### src/rtl/fetch_unit_pkg.sv
// Shared types and widths for the fetch unit: opcode encoding, FSM states, PC/IR sizes.
package typedefs;

  localparam int PC_WIDTH = 5;
  localparam int IR_WIDTH = 8;

  typedef enum logic [2:0] {
    HLT = 3'b000,
    SKZ = 3'b001,
    ADD = 3'b010,
    AND = 3'b011,
    XOR = 3'b100,
    LDA = 3'b101,
    STO = 3'b110,
    JMP = 3'b111
  } opcode_t;

  typedef enum logic {
    RUN    = 1'b0,
    HALTED = 1'b1
  } fetch_state_t;

endpackage

### src/rtl/fetch_unit_if.sv
// Control/data bundle between the sequencer and the fetch unit.
// FETCH_INSTR_CNT_EN adds the instr_cnt output.
interface fetch_unit_if;
  import typedefs::*;

  logic                 load_ir;
  logic                 inc_pc;
  logic                 load_pc;
  logic                 halt;
  logic                 sel_pc;
  logic [IR_WIDTH-1:0]  data_in;
  opcode_t              opcode;
  logic [PC_WIDTH-1:0]  ir_addr;
  logic [PC_WIDTH-1:0]  pc;
  logic [PC_WIDTH-1:0]  addr;
  logic                 halted;
`ifdef FETCH_INSTR_CNT_EN
  logic [15:0]          instr_cnt;

  modport master (
    output load_ir, inc_pc, load_pc, halt, sel_pc, data_in,
    input  opcode, ir_addr, pc, addr, halted, instr_cnt
  );
  modport slave (
    input  load_ir, inc_pc, load_pc, halt, sel_pc, data_in,
    output opcode, ir_addr, pc, addr, halted, instr_cnt
  );
`else
  modport master (
    output load_ir, inc_pc, load_pc, halt, sel_pc, data_in,
    input  opcode, ir_addr, pc, addr, halted
  );
  modport slave (
    input  load_ir, inc_pc, load_pc, halt, sel_pc, data_in,
    output opcode, ir_addr, pc, addr, halted
  );
`endif

endinterface

### src/rtl/fetch_unit_pc_counter.sv
// Program counter: loadable, enable-gated, wraps modulo 2**WIDTH, synchronous reset.
module pc_counter
  import typedefs::*;
#(
  parameter int WIDTH = PC_WIDTH
) (
  input  logic             clk,
  input  logic             rst,
  input  logic             i_en,
  input  logic             i_load,
  input  logic             i_inc,
  input  logic [WIDTH-1:0] i_load_val,
  output logic [WIDTH-1:0] o_count
);

  logic [WIDTH-1:0] r_count;

  // Load wins over increment; the increment simply rolls over at the top.
  always_ff @(posedge clk) begin
    if (rst) begin
      r_count <= '0;
    end else if (i_en) begin
      if (i_load) begin
        r_count <= i_load_val;
      end else if (i_inc) begin
        r_count <= r_count + 1'b1;
      end
    end
  end

  assign o_count = r_count;

endmodule

### src/rtl/fetch_unit.sv
// Instruction fetch: IR capture, PC sequencing, address mux and RUN/HALTED control.
// Optional macro FETCH_INSTR_CNT_EN adds a saturating 16-bit count of IR loads.
//
// state  | meaning
// RUN    | IR/PC respond to load_ir, inc_pc, load_pc
// HALTED | IR/PC frozen; only rst leaves this state
module fetch_unit
  import typedefs::*;
(
  input  logic         clk,
  input  logic         rst,
  fetch_unit_if.slave  bus
);

  fetch_state_t         r_state;
  fetch_state_t         w_state_nxt;
  logic                 w_run;
  logic                 w_halted;
  logic [IR_WIDTH-1:0]  r_ir;
  logic [PC_WIDTH-1:0]  w_pc;

  always_ff @(posedge clk) begin
    if (rst) begin
      r_state <= RUN;
    end else begin
      r_state <= w_state_nxt;
    end
  end

  always_comb begin
    w_state_nxt = r_state;
    if (r_state == RUN && bus.halt) begin
      w_state_nxt = HALTED;
    end
  end

  always_comb begin
    w_run    = 1'b0;
    w_halted = 1'b0;
    case (r_state)
      RUN:     w_run    = 1'b1;
      HALTED:  w_halted = 1'b1;
      default: w_halted = 1'b0;
    endcase
  end

  // The halt cycle itself still updates IR/PC because w_run reflects the pre-edge state.
  always_ff @(posedge clk) begin
    if (rst) begin
      r_ir <= '0;
    end else if (w_run && bus.load_ir) begin
      r_ir <= bus.data_in;
    end
  end

  pc_counter #(
    .WIDTH (PC_WIDTH)
  ) u_pc_counter (
    .clk        (clk),
    .rst        (rst),
    .i_en       (w_run),
    .i_load     (bus.load_pc),
    .i_inc      (bus.inc_pc),
    .i_load_val (r_ir[PC_WIDTH-1:0]),
    .o_count    (w_pc)
  );

  assign bus.opcode  = opcode_t'(r_ir[IR_WIDTH-1:PC_WIDTH]);
  assign bus.ir_addr = r_ir[PC_WIDTH-1:0];
  assign bus.pc      = w_pc;
  assign bus.addr    = bus.sel_pc ? w_pc : r_ir[PC_WIDTH-1:0];
  assign bus.halted  = w_halted;

`ifdef FETCH_INSTR_CNT_EN
  logic [15:0] r_instr_cnt;

  always_ff @(posedge clk) begin
    if (rst) begin
      r_instr_cnt <= '0;
    end else if (w_run && bus.load_ir && r_instr_cnt != 16'hFFFF) begin
      r_instr_cnt <= r_instr_cnt + 16'd1;
    end
  end

  assign bus.instr_cnt = r_instr_cnt;
`endif

endmodule

### src/flat_wrapper.sv
// flat-port wrapper written by rule: the top's interface ports become plain ports
module fetch_unit_flat import typedefs::*;
  (clk, rst, bus_load_ir, bus_inc_pc, bus_load_pc, bus_halt, bus_sel_pc, bus_data_in, bus_opcode, bus_ir_addr, bus_pc, bus_addr, bus_halted);
  fetch_unit_if bus_i ();
  input  logic clk;
  input  logic rst;
  input wire logic [$bits(bus_i.load_ir)-1:0] bus_load_ir;
  input wire logic [$bits(bus_i.inc_pc)-1:0] bus_inc_pc;
  input wire logic [$bits(bus_i.load_pc)-1:0] bus_load_pc;
  input wire logic [$bits(bus_i.halt)-1:0] bus_halt;
  input wire logic [$bits(bus_i.sel_pc)-1:0] bus_sel_pc;
  input wire logic [$bits(bus_i.data_in)-1:0] bus_data_in;
  output wire logic [$bits(bus_i.opcode)-1:0] bus_opcode;
  output wire logic [$bits(bus_i.ir_addr)-1:0] bus_ir_addr;
  output wire logic [$bits(bus_i.pc)-1:0] bus_pc;
  output wire logic [$bits(bus_i.addr)-1:0] bus_addr;
  output wire logic [$bits(bus_i.halted)-1:0] bus_halted;
  assign bus_i.load_ir = bus_load_ir;
  assign bus_i.inc_pc = bus_inc_pc;
  assign bus_i.load_pc = bus_load_pc;
  assign bus_i.halt = bus_halt;
  assign bus_i.sel_pc = bus_sel_pc;
  assign bus_i.data_in = bus_data_in;
  assign bus_opcode = bus_i.opcode;
  assign bus_ir_addr = bus_i.ir_addr;
  assign bus_pc = bus_i.pc;
  assign bus_addr = bus_i.addr;
  assign bus_halted = bus_i.halted;
  fetch_unit u_core (.clk(clk), .rst(rst), .bus(bus_i));
endmodule
### config.mk
export PLATFORM = sky130hd
export DESIGN_NAME = fetch_unit_flat
export DESIGN_NICKNAME = d
export VERILOG_FILES = /design/src/rtl/fetch_unit_pkg.sv /design/src/rtl/fetch_unit_if.sv /design/src/rtl/fetch_unit_pc_counter.sv /design/src/rtl/fetch_unit.sv /design/src/flat_wrapper.sv
export SDC_FILE = /design/constraint.sdc
export NUM_CORES = 1
export LEC_CHECK = 0
export BUFFER_PORTS_ARGS = -buffer_cell sky130_fd_sc_hd__buf_2
export CAP_MARGIN = 10
export CORE_UTILIZATION = 46
export CTS_CLUSTER_DIAMETER = 30
export DETAILED_ROUTE_END_ITERATION = 12
export GPL_ROUTABILITY_DRIVEN = 1
export PLACE_DENSITY = 0.8
export SLEW_MARGIN = 20
export SYNTH_ARGS = -nofsm -noshare
export SYNTH_HDL_FRONTEND = slang
export SYNTH_SLANG_ARGS = --single-unit
### constraint.sdc
create_clock -name clk -period 1.7 [get_ports clk]
set_clock_uncertainty 0.15 [all_clocks]
set_input_delay 0.34 -clock clk [delete_from_list [all_inputs] [get_ports clk]]
set_output_delay 0.34 -clock clk [all_outputs]
set_load 0.1 [all_outputs]
Yosys cells after proc, flatten, opt, wreduce, memory -nomap -nowiden. Cells that the tools add are included.

Logic and storage cells: 14. Register bits: 14. Output and inout bits: 19. Bits of input ports: 15.

Reductions and logical operators: 4. Bitwise operators: 1. Add/sub/neg operators: 1. Mux-type cells: 5.

Operator list (number): 5-bit two-way mux (3); 5-bit by 1-bit adder with 5-bit output (second input constant) (1); 1-bit logical AND (2); 1-bit two-way mux (2); 2-bit AND reduction (1); 2-bit nonzero test (1); 1-bit inverter (1).

Logic depth before layout (Yosys ltp).
Depth in word-level cells: 3. Depth in mapped cells: 4. Gate-level depth less buffers: 4.

Cells and area by module. From an unflattened synthesis, not the netlist that was laid out.

Cell total of the unflattened synthesis: 81. Area total of the unflattened synthesis: 782.0 um^2.

Modules (own cells, without submodules): fetch_unit (area each 484.2 um^2, cells an instance 44, times used 1); pc_counter (area each 297.8 um^2, cells an instance 37, times used 1).

Least setup slack after synthesis. Ideal clock, no wire load.

Kind: register -> output. Start point: register u_core.u_pc_counter.r_count[2] (netlist: u_core.u_pc_counter.o_count[2]). End point: output bus_addr[2]. Stages on the path, launching flop included: 2. Setup slack: -0.478 ns. Arrival: 1.688 ns. Path buffers: 0. Cells stage by stage: dfxtp_1 mux2_2.

Longest elaborated chain between the ends: 1.

RTL lines: from (decl) (RTL line fetch_unit_pc_counter.sv:16) `logic [WIDTH-1:0] r_count;`; from (signal assigned) (RTL line fetch_unit_pc_counter.sv:24) `r_count <= i_load_val;`; from (signal assigned) (RTL line fetch_unit_pc_counter.sv:26) `r_count <= r_count + 1'b1;`; 5-bit two-way mux (RTL line fetch_unit.sv:71) `assign bus.addr = bus.sel_pc ? w_pc : r_ir[PC_WIDTH-1:0];`; to (decl) (RTL line flat_wrapper.sv:16) `output wire logic [$bits(bus_i.addr)-1:0] bus_addr;`.

Every way passes these cells.

Worst setup path in the final report.
Start point: register u_core.r_ir[4]. End point: output bus_addr[4].

Longest elaborated chain between the ends: 1.

RTL lines: from (decl) (RTL line fetch_unit.sv:19) `logic [IR_WIDTH-1:0] r_ir;`; from (signal assigned) (RTL line fetch_unit.sv:52) `r_ir <= bus.data_in;`; 5-bit two-way mux (RTL line fetch_unit.sv:71).

Every way passes these cells.

==> flow_summary_export.csv <==
group,metric,value,unit
floorplanning,die_area,0.00164,sq mm
power,p_sw,0.383,mW
final_layout,layout-drive-gt1-share,52.8,%
power,ir_worst_vdd,0.453,mV
timing,worstMarginPinSlew,490,ps
power,switching_share,42.8,%
timing,setup_violations,0,
placed_design,gp_congestion,0.726,
grt,grtUsageMet2,37.3,%
synthesis,synth_top_family_by_area,"multiplexers",
power,p_int,0.511,mW
cts,postCtsHoldBufs,0,
synthesis,synthMuxAreaShare,22.9,%
cts,clock_latency,280,ps
placed_design,port-buffer-count,33,
cts,cts_buffer_depth,2,
timing,rsz0062_at_grt,"false",
synthesis,asyncSetResetFlopFracSynth,0,%
route,vias_per_cell,5.38,
synthesis,ys_ff_latch,14,
cts,path_clk_slew,90,ps
grt,grt_usage,21.0,%
floorplanning,coreArea,0.00133,sq mm
synthesis,synthSimpleGateAreaFrac,16.3,%
final_layout,postLayoutCoreUtil,68.9,%
cts,h-tree-depth,1,
route,ant_nets,0,
timing,finalCritPeriodShare,96.5,%
critical_path,end_kind,"primary output",
critical_path,crit_chain,"mux2_4, clkbuf_4",
route,dr_total_vias,651,
grt,grt_util_met3,5.00,%
synthesis,synthXorXnorAreaFrac,0,%
route,drt_first_pass_iters,4,
status,outcome,"complete, no violations",
grt,grt_pass1_wl,2240,um
synthesis,synthTopCellsByArea,"dfxtp_1 41%, mux2i_1 15%, mux2_2 8.2%",
grt,grt_max_degree,16,
synthesis,avgSynthCellArea,9.49,sq um
critical_path,critPathBufInv,1,
power,p_per_area,971,mW/mm^2
synthesis,synth_edf_count,0,
cts,cts_sinks,14,
synthesis,syn_area,683,sq um
synthesis,yosysUniqueCellTypes,22,
synthesis,synth_common_cells,"14 x dfxtp_1, 13 x nor2_1, 10 x mux2i_1, 5 x mux2_2, 4 x o21ai_0",
grt,grt_pass1_vias,550,
grt,use_met1,23.9,%
synthesis,ys_seq_area_share,41.0,%
cts,cts_buffers,3,
timing,totalNegativeSetupSlack,0,ps
placed_design,hpwl,1100,um
floorplanning,ios,34,
floorplanning,die_y,40.5,um
power,p_total,0.893,mW
final_layout,nets,124,
flow_run,cap_violations,0,
cts,cts_tree,"done",
synthesis,syn_nets,88,
grt,antenna_found_initial,0,
synthesis,synth_top_area_share,41.0,%
grt,top_usage_layer,"met2",
power,leakagePower,0.451,nW
final_layout,area_delta_synth_final,34.6,%
floorplanning,start_util,51.2,%
final_layout,diodes,0,
route,drt_iter0_markers,2,
worst_hold_path,min_path_type,"input port to register",
synthesis,synth_compound_area_share,14.7,%
synthesis,synth_warnings,0,
route,wl_per_cell,12.0,um
critical_path,critPathLaunchType,"register",
synthesis,synth_fa_ha_area_share,1.83,%
timing,finalHoldViolations,0,
cts,cts_root_buf,"clkbuf_4",
synthesis,ys.flop_type,"dfxtp_1",
floorplanning,row_count,13,
critical_path,critPathKind,"register to primary output",
route,route.detailed.drc,0,
critical_path,worstPathArrival,1150,ps
critical_path,critPathTopFamily,"flip-flops",
floorplanning,die_w,40.5,um
timing,maxSlewViolCount,0,
synthesis,synth_most_common_cell,"dfxtp_1",
timing,period_minus_slack,1640,ps
critical_path,cp.required,1210,ps
power,clock_power_share,21.4,%
critical_path,cp_slowest_cell,"dfxtp_2",
critical_path,critical_path.max_fanout,4,
power,combinationalPowerShare,37.1,%
synthesis,yosysTopAreaCell,"dfxtp_1",
route,wirelength,1450,um
critical_path,slowest_delay,340,ps
synthesis,netlist_instances,72,
timing,relSlewSlack,67.5,%
grt,grt_overflow,0,
power,seqPwrFrac,41.5,%
timing,fmaxAchievable,609,MHz
-- flip-flops by register name, summed over array words and instances, names as in the netlist --
signal,flops
u_core.r_ir,8
u_core.u_pc_counter.o_count,5
u_core.r_state,1
-- routing by layer --
| layer | vias up | wire length [um] |
|---|---|---|
| li1 | 322 | - |
| met1 | 301 | 658 |
| met2 | 26 | 697 |
| met3 | 2 | 85 |
| met4 | 0 | 12 |
| met5 | - | 0 |
-- final cells by class --
cell class	count	area [sq um]
Fill cell	118	414
Multi-Input combinational cell	55	399
Sequential cell	14	294
Timing Repair Buffer	34	185
Clock buffer	3	22.5
Tap cell	15	18.8
-- final timing paths --
kind                                                startpoint                        endpoint  slack (ps)  cells after the start
worst min-delay path                                  bus_halt                  u_core.r_state         110                      3
worst max register to register  u_core.u_pc_counter.o_count[0]  u_core.u_pc_counter.o_count[4]         430                      4
worst max-delay path                            u_core.r_ir[4]                     bus_addr[4]          60                      2
worst min register to register                  u_core.r_ir[0]  u_core.u_pc_counter.o_count[0]         340                      2
-- cell usage in the layout (no fill, tap or decap), drive strengths merged --
cell / synthesis / final
a31oi: 2 / 2
a211oi: 1 / 1
o21ai: 6 / 6
ha: 1 / 1
nand2: 2 / 2
o21ba: 1 / 1
nor2: 13 / 13
nor2b: 3 / 3
and2: 1 / 1
mux2: 5 / 5
buf: 2 / 33
mux2i: 10 / 10
dfxtp: 14 / 14
nand2b: 1 / 1
a21oi: 2 / 2
nand3: 3 / 3
nor3b: 1 / 1
o21bai: 1 / 1
clkbuf: 1 / 4
o31a: 2 / 2
-- per-stage QoR --
| stage | instances | instance area [sq um] | setup WS, ps | hold WS, ps |
|---|---|---|---|---|
| after detailed placement | 118 | 885 | 73.1 | 329 |
| after global routing | 121 | 920 | 22.3 | 140 |
| after floorplan | 72 | 716 | 64.1 | 247 |
| after global placement | 118 | 885 | 75.6 | 318 |
| after CTS | 121 | 917 | 23.5 | 115 |
| final | 121 | 920 | 59.3 | 113 |
-- worst min-delay path: stages --
cell and delay (ps):
buf_2 70, nor2_1 30, nor2_1 70
-- kinds of logic after synthesis --
family          Yosys count
simple gates             24
compound gates           15
mux                      15
flops                    14
buf+inv                   3
fa+ha+maj                 1
-- power by group through the flow --
stage	clock network, mW	registers (mW)	logic, mW
3_5_place_dp	0	0.378	0.328
3_3_place_gp	0	0.377	0.324
4_1_cts	0.191	0.371	0.332
2_1_floorplan	0	0.515	0.135
5_1_grt	0.204	0.375	0.347
6_report	0.191	0.371	0.331
-- repair_timing --
item                                    in CTS  in global routing
resized for setup                            4                  1
buffers inserted                             0                  0
hold endpoints to repair                     0                  0
endpoints found under the setup margin       4                  1
Note: power is estimated with default switching activity, not from simulation.
